<file path="src/rtl/xif_pkg.sv">
// Minimal XIF type package: the issue response returned by the coprocessor.
package xif_pkg;

  typedef struct packed {
    logic       accept;     // coprocessor takes ownership of the instruction
    logic       writeback;  // instruction will write back to the host register file
    logic       dualwrite;
    logic [2:0] dualread;
    logic       loadstore;
    logic       ecswrite;
    logic       exc;
  } x_issue_resp_t;

endpackage

</file>
<file path="src/rtl/quadrilatero_xif_issue_initiator.sv">
// Core-side XIF issue/commit initiator: buffers offload candidates, issues them
// one at a time, and follows every issue handshake with a one-cycle commit.
module quadrilatero_xif_issue_initiator #(
  parameter int unsigned DEPTH    = 2,
  parameter int unsigned ID_WIDTH = 4
) (
  input  logic                      clk_i,
  input  logic                      rst_ni,
  input  logic                      instr_valid_i,
  output logic                      instr_ready_o,
  input  logic [31:0]               instr_i,
  input  logic [31:0]               rs1_i,
  input  logic [31:0]               rs2_i,
  input  logic                      flush_i,
  output logic                      x_issue_valid_o,
  input  logic                      x_issue_ready_i,
  output logic [31:0]               x_issue_instr_o,
  output logic [ID_WIDTH-1:0]       x_issue_id_o,
  output logic [1:0][31:0]          x_issue_rs_o,
  output logic [1:0]                x_issue_rs_valid_o,
  input  xif_pkg::x_issue_resp_t    x_issue_resp_i,
  output logic                      x_commit_valid_o,
  output logic [ID_WIDTH-1:0]       x_commit_id_o,
  output logic                      x_commit_kill_o,
  output logic                      accepted_o,
  output logic                      rejected_o,
  output logic                      writeback_o
);

  localparam int unsigned PTR_W = $clog2(DEPTH);
  localparam int unsigned CNT_W = PTR_W + 1;

  typedef enum logic [1:0] {IDLE, ISSUE, COMMIT} state_e;

  state_e              state_q, state_d;
  logic [31:0]         instr_mem [DEPTH];
  logic [31:0]         rs1_mem   [DEPTH];
  logic [31:0]         rs2_mem   [DEPTH];
  logic [PTR_W-1:0]    wptr_q, wptr_d, rptr_q, rptr_d;
  logic [CNT_W-1:0]    count_q, count_d;
  logic [ID_WIDTH-1:0] id_q, id_d, commit_id_q, commit_id_d;
  logic                accept_q, accept_d;
  logic                kill_pending_q, kill_pending_d;
  logic                writeback_q, writeback_d;

  logic full, empty, push, issuing, handshake;

  assign full          = (count_q == CNT_W'(DEPTH));
  assign empty         = (count_q == '0);
  assign instr_ready_o = !full && !flush_i;
  assign push          = instr_valid_i && instr_ready_o;
  assign issuing       = (state_q == ISSUE);
  assign handshake     = issuing && x_issue_ready_i;

  // FIFO storage: written on push, head read combinationally for the issue payload
  always_ff @(posedge clk_i) begin
    if (push) begin
      instr_mem[wptr_q] <= instr_i;
      rs1_mem[wptr_q]   <= rs1_i;
      rs2_mem[wptr_q]   <= rs2_i;
    end
  end

  // FIFO pointer/occupancy update; a flush keeps only the entry currently on the bus
  always_comb begin
    wptr_d  = wptr_q;
    rptr_d  = rptr_q;
    count_d = count_q;
    if (handshake) rptr_d = rptr_q + PTR_W'(1);
    if (flush_i) begin
      if (issuing && !handshake) begin
        // The presented entry must stay stable until its handshake, so it survives.
        wptr_d  = rptr_q + PTR_W'(1);
        count_d = CNT_W'(1);
      end else begin
        wptr_d  = rptr_d;
        count_d = '0;
      end
    end else begin
      if (push) wptr_d = wptr_q + PTR_W'(1);
      if (push && !handshake)      count_d = count_q + CNT_W'(1);
      else if (!push && handshake) count_d = count_q - CNT_W'(1);
    end
  end

  // FSM next state; a flushed FIFO never starts a new issue
  always_comb begin
    state_d = state_q;
    unique case (state_q)
      IDLE:    if (!empty && !flush_i) state_d = ISSUE;
      ISSUE:   if (handshake) state_d = COMMIT;
      COMMIT:  state_d = (!empty && !flush_i) ? ISSUE : IDLE;
      default: state_d = IDLE;
    endcase
  end

  // Handshake capture: ID, accept and writeback of the issued instruction
  always_comb begin
    id_d           = id_q;
    commit_id_d    = commit_id_q;
    accept_d       = accept_q;
    writeback_d    = writeback_q;
    kill_pending_d = kill_pending_q;
    if (handshake) begin
      commit_id_d = id_q;
      accept_d    = x_issue_resp_i.accept;
      id_d        = id_q + ID_WIDTH'(1);
      if (x_issue_resp_i.accept) writeback_d = x_issue_resp_i.writeback;
    end
    // COMMIT always lasts one cycle, so leaving it is the same as being in it.
    if (state_q == COMMIT)             kill_pending_d = 1'b0;
    else if (flush_i && issuing)       kill_pending_d = 1'b1;
  end

  // State and control registers
  always_ff @(posedge clk_i or negedge rst_ni) begin
    if (!rst_ni) begin
      state_q        <= IDLE;
      wptr_q         <= '0;
      rptr_q         <= '0;
      count_q        <= '0;
      id_q           <= '0;
      commit_id_q    <= '0;
      accept_q       <= 1'b0;
      kill_pending_q <= 1'b0;
      writeback_q    <= 1'b0;
    end else begin
      state_q        <= state_d;
      wptr_q         <= wptr_d;
      rptr_q         <= rptr_d;
      count_q        <= count_d;
      id_q           <= id_d;
      commit_id_q    <= commit_id_d;
      accept_q       <= accept_d;
      kill_pending_q <= kill_pending_d;
      writeback_q    <= writeback_d;
    end
  end

  // Output decode; payloads are zeroed whenever their strobe is low
  always_comb begin
    x_issue_valid_o    = issuing;
    x_issue_rs_valid_o = {2{issuing}};
    x_issue_instr_o    = '0;
    x_issue_id_o       = '0;
    x_issue_rs_o       = '0;
    if (issuing) begin
      x_issue_instr_o = instr_mem[rptr_q];
      x_issue_id_o    = id_q;
      x_issue_rs_o[0] = rs1_mem[rptr_q];
      x_issue_rs_o[1] = rs2_mem[rptr_q];
    end
    x_commit_valid_o = (state_q == COMMIT);
    x_commit_id_o    = x_commit_valid_o ? commit_id_q : '0;
    // A flush landing in the commit cycle also kills the instruction committing now.
    x_commit_kill_o  = x_commit_valid_o && (!accept_q || kill_pending_q || flush_i);
    accepted_o       = handshake && x_issue_resp_i.accept;
    rejected_o       = handshake && !x_issue_resp_i.accept;
    writeback_o      = writeback_q;
  end

endmodule

</file>
<file path="config.mk">
export PLATFORM = sky130hd
export DESIGN_NAME = quadrilatero_xif_issue_initiator
export DESIGN_NICKNAME = d
export VERILOG_FILES = /design/src/rtl/xif_pkg.sv /design/src/rtl/quadrilatero_xif_issue_initiator.sv
export SDC_FILE = /design/constraint.sdc
export NUM_CORES = 1
export LEC_CHECK = 0
export ABC_AREA = 1
export CAP_MARGIN = 10
export CELL_PAD_IN_SITES_DETAIL_PLACEMENT = 0
export CELL_PAD_IN_SITES_GLOBAL_PLACEMENT = 1
export CORE_UTILIZATION = 38
export CTS_CLUSTER_DIAMETER = 200
export DETAILED_ROUTE_END_ITERATION = 8
export GPL_TIMING_DRIVEN = 0
export PLACE_DENSITY = 0.82
export SKIP_CTS_REPAIR_TIMING = 1
export SLEW_MARGIN = 20
export SYNTH_ARGS = -nofsm -noshare
export SYNTH_HDL_FRONTEND = slang
export SYNTH_SLANG_ARGS = --single-unit
</file>
<file path="constraint.sdc">
create_clock -name clk_i -period 7 [get_ports clk_i]
set_input_delay 1.4 -clock clk_i [delete_from_list [all_inputs] [get_ports clk_i]]
set_output_delay 1.4 -clock clk_i [all_outputs]
set_load 0.02 [all_outputs]
</file>
== Word level (Yosys, flattened, before mapping) ==
Memory sizes are Yosys's and may differ from the RTL's.
Index checks and enable logic that the tools add are counted.

* Register bits: 17
* Bits in writable memories: 192
* Output and inout port bits: 113
* Logic and storage cells: 69
* Memories kept: 3

{| class="wikitable"
|+ Memory list
! name !! depth !! bits a word !! rd ports !! clocked after Yosys merged registers in !! write ports !! RTL line !! text
|-
| instr_mem || 2 || 32 || 1 || 0 || 1 || quadrilatero_xif_issue_initiator.sv:36 || <nowiki>logic [31:0] instr_mem [DEPTH];</nowiki>
|-
| rs1_mem || 2 || 32 || 1 || 0 || 1 || quadrilatero_xif_issue_initiator.sv:37 || <nowiki>logic [31:0] rs1_mem [DEPTH];</nowiki>
|-
| rs2_mem || 2 || 32 || 1 || 0 || 1 || quadrilatero_xif_issue_initiator.sv:38 || <nowiki>logic [31:0] rs2_mem [DEPTH];</nowiki>
|}

* Add/sub/neg operators: 5
* Eq/ne operators: 5
* Multiplexer cells: 20
* Reduce and logical (&&, ||, !) cells: 27

{| class="wikitable"
|+ Operators by type and width
! operator !! number
|-
| $mux 64 || 1
|-
| $mux 32 || 1
|-
| $logic_and 1x1->1 || 11
|-
| $mux 1 || 10
|-
| $mux 2 || 5
|-
| $mux 4 || 2
|-
| $logic_not 1->1 || 7
|-
| $pmux 2 s3 || 1
|-
| $add 4x1->4 const B || 1
|-
| $eq 2x2->1 const B || 2
|-
| $logic_not 2->1 || 2
|-
| $reduce_and 2->1 || 2
|-
| $reduce_bool 2->1 || 2
|-
| $reduce_bool 3->1 || 1
|-
| $add 1x1->1 const B || 2
|-
| $add 2x1->2 const B || 1
|-
| $eq 2x1->1 const B || 1
|-
| $logic_or 1x1->1 || 2
|-
| $ne 2x1->1 const B || 1
|-
| $ne 2x2->1 const B || 1
|-
| $sub 2x1->2 const B || 1
|}

== Longest topological paths before layout ==
* Word-level depth: 9
* Mapped depth: 7
* Depth with buffers taken out: 7

== Least setup slack after synthesis ==
OpenSTA, ideal clock, no wires.

* Path type: input-to-reg
* Start: input port flush_i
* End: memory instr_mem[0][0] (enable)
* Data arrival time: 5.638 ns
* Setup slack: 0.810 ns
* Cell stages on the path: 3
* Path buffers: 0
* Cell sequence: inv_1 nand3_1 nor2_1

* Word-level cells in the longest chain between the ends: 5

{| class="wikitable"
|+ Ends and longest elaborated chain
! item !! RTL line !! text
|-
| start, declared || quadrilatero_xif_issue_initiator.sv:14 || <nowiki>input logic flush_i,</nowiki>
|-
| $logic_not 1->1 || quadrilatero_xif_issue_initiator.sv:50 || <nowiki>assign instr_ready_o = !full && !flush_i;</nowiki>
|-
| $logic_and 1x1->1 || quadrilatero_xif_issue_initiator.sv:50 ||
|-
| $logic_and 1x1->1 || quadrilatero_xif_issue_initiator.sv:51 || <nowiki>assign push = instr_valid_i && instr_ready_o;</nowiki>
|-
| $mux 1 || quadrilatero_xif_issue_initiator.sv:57 || <nowiki>if (push) begin</nowiki>
|-
| $mux 1 (not written as such) || quadrilatero_xif_issue_initiator.sv:58 || <nowiki>instr_mem[wptr_q] <= instr_i;</nowiki>
|-
| end, declared || quadrilatero_xif_issue_initiator.sv:36 ||
|}

Every way passes these cells.

== Worst setup path in the final report ==
* Start: input port flush_i
* End: output port x_commit_kill_o

* Word-level cells in the longest chain between the ends: 2

{| class="wikitable"
|+ Ends and longest elaborated chain
! item !! RTL line !! text
|-
| $logic_or 1x1->1 || quadrilatero_xif_issue_initiator.sv:156 || <nowiki>x_commit_kill_o = x_commit_valid_o && (!accept_q || kill_pending_q || flush_i);</nowiki>
|-
| $logic_and 1x1->1 || quadrilatero_xif_issue_initiator.sv:156 ||
|-
| end, declared || quadrilatero_xif_issue_initiator.sv:24 || <nowiki>output logic x_commit_kill_o,</nowiki>
|}

Every way passes these cells.

==> summary.md <==
| Metric | Value |
|---|---|
| Status | `finished clean` |
| Max-capacitance violation count | `0` |
| Max FO, Critical Path | `10` |
| Max Fclk | `223 MHz` |
| Yosys cell types | `25` |
| Row cnt | `52` |
| I/O Pins | `223` |
| HPWL after DPL | `12600 um` |
| Minimum clock period | `4480 ps` |
| Largest net degree at the start of global routing | `27` |
| DR vias/cell | `4.68` |
| Critical path startpoint | `flush_i` |
| Clock root buffer | `clkbuf_16` |
| First-pass GRT wire length | `29000 um` |
| Tightest Hold Check Type | `reg2reg` |
| Layout area overhead | `41.5%` |
| Initial core utilization | `39.3%` |
| Setup crit start kind | `input port` |
| Die width | `148 um` |
| Critical-path cell list | `clkdlybuf4s50_1 > inv_1 > clkbuf_1 > a31oi_1 > clkdlybuf4s50_1` |
| Commonest non-fill, non-tap cell in the layout | `nand2_1` |
| Clock transition at path regs | `60 ps` |
| Vias in the first global route | `5375` |
| Unrepaired setup endpoints after global routing | `no` |
| Area occupied by registers | `6190 um^2` |
| Post-Syn Area per Cell | `13.0 um^2` |
| CTS sink count | `209` |
| Final period util | `64.1%` |
| # diodes | `0` |
| Final setup fails | `0` |
| Fin. max-slew vios | `0` |
| DRC Markers | `0` |
| Buf/Inv on CP | `4` |
| Initial DRC count | `171` |
| Delay-heaviest family, CP | `buffers and inverters` |
| Worst reg2reg path startpoint | `count_q[0]$_DFFE_PN0P_` |
| Inserted Clock Buffers | `23` |
| Hold Vio Cnt, Final | `0` |
| Leakage | `4.10 nW` |
| Port-buffer cells | `215` |
| Worst Tran Pin Value | `782 ps` |
| Routed WL | `18600 um` |
| CTS max path bufs | `3` |
| Routed Antenna Nets | `0` |
| Hold path startpoint | `writeback_o$_DFFE_PN0P_` |
| Slew margin rel. | `47.8%` |
| Total power | `4.32 mW` |
| Seq cells post-synth | `209` |
| Worst VDD drop | `256 uV` |
| DR WL/cell | `16.2 um` |
| Core area | `20600 um^2` |
| Synth top area share | `71.4%` |
| Multi-input logic area | `1590 um^2` |
| Mapped Cells | `621` |
| Seq/Total Area, Yosys | `76.7%` |
| Crit path DAT | `3080 ps` |
| Synthesized area | `8080 um^2` |
| Critical Path Max Stage Delay | `630 ps` |
| Power Density | `378 nW/um^2` |
| Share of cells above drive strength 1 | `9.06%` |
| Synth area leader | `edfxtp_1` |
| Drt pass-1 iters | `4` |
| Placer Congestion | `0.750` |
| Nets@finish | `980` |
| H-tree lvl count | `1` |
| Die ar. | `21800 um^2` |
| Hold slack | `483 ps` |
| Tot GR Track Use | `17.2%` |
| Top cells by area, synth | `edfxtp_1 71%, nand2_1 10%, a21oi_1 5.3%` |
| Critical path class | `in2out` |
| Initial antenna violation count | `2` |
| Worst setup EP type | `output pin` |
| Most frequent CP cell | `clkdlybuf4s50_1` |
| Worst skew pair latency | `520 ps` |
| CTS tree | `yes` |
| # fillers | `1774` |
| Die H | `148 um` |
| YS warnings | `0` |
| Total vias in the final route | `5399` |
| Commonest cells after routing, fill and taps aside | `218 x nand2_1, 215 x clkdlybuf4s50_1, 192 x edfxtp_1, 86 x a21oi_1, 23 x clkbuf_16` |
| Worst Skew | `26.7 ps` |
| Worst path slowest cell | `clkdlybuf4s50_1` |
| CP required | `5600 ps` |
| Grt total ovfl | `0` |
| Post-synth net total | `732` |
## Yosys cell counts, drive strengths merged
cell type / number
a21oi: 97
a31oi: 1
buf: 25
clkbuf: 11
clkinv: 1
dfrtp: 17
edfxtp: 192
ha: 1
inv: 19
nand2: 219
nand3: 7
nand4: 3
nor2: 14
o21ai: 7
o22ai: 1
o31ai: 1
xnor2: 1
xor2: 4
## final timing paths
check | endpoint | slack (ps) | cells past startpoint
min in group asynchronous | commit_id_q[1]$_DFFE_PN0N_ | 1340 | 1
min | writeback_o$_DFFE_PN0P_ | 480 | 2
max | x_commit_kill_o | 2520 | 5
max reg2reg | rs1_mem[0][21]$_DFFE_PP_ | 4770 | 6
min reg2reg | writeback_o$_DFFE_PN0P_ | 480 | 2
max in group asynchronous | count_q[1]$_DFFE_PN0P_ | 5160 | 1
## final cells by class
cell class	count	share of cell area [%]
clock buffer	27	5.17
inverter	20	0.668
tap	270	2.96
multi-input combinational	356	13.9
buffer	36	2.05
timing repair buffer	223	20.6
sequential	209	54.2
clock inverter	12	0.493
## stage by stage
stage	utilization, %	std cells	cell area (um^2)	setup WS [ps]	TNS (ps)
after detailed placement	52.4	1114	10800	2520	0
final	55.6	1153	11400	2520	0
after floorplan	-	621	8080	810	0
after global placement	51.4	1106	10600	-2360	-451120
after global routing	55.6	1153	11400	2440	0
after CTS	55.6	1153	11400	2510	0
## flip-flops by register name, summed over array words and instances (netlist names)
name and count:
accept_q 1, commit_id_q 4, count_q 2, id_q 4, instr_mem 64, kill_pending_q 1, rptr_q 1, rs1_mem 64
rs2_mem 64, state_q 2, wptr_q 1, writeback_o 1
## power breakdown
group | switching (mW) | internal [mW] | leakage, nW
Clock | 0.456 | 0.597 | 0.322
Sequential | 0.0534 | 1.54 | 1.96
Combinational | 0.994 | 0.674 | 1.82
Total | 1.50 | 2.82 | 4.10
## cells by family after synthesis
kind of cell / Yosys count / share of synthesized area (%)
DFF: 209 / 76.7
xor gates and xnor gates: 5 / 0.542
adders and majority gates: 1 / 0.155
buffers and inverters: 56 / 3.84
and+or+nand+nor: 243 / 11.6
AOI/OAI and AO/OA: 107 / 7.20
## worst min-delay path: stages, from the launching register on
cell,delay (ps)
dfrtp_1,340
nand2_1,50
nand2_1,50
## layer usage
metal | wire length (um) | global-route usage (%)
met1 | 7530 | 21.6
met2 | 9250 | 29.0
met3 | 1430 | 4.85
met4 | 410 | 5.10
met5 | 13 | 0
Note: power is estimated with default switching activity, not from simulation.
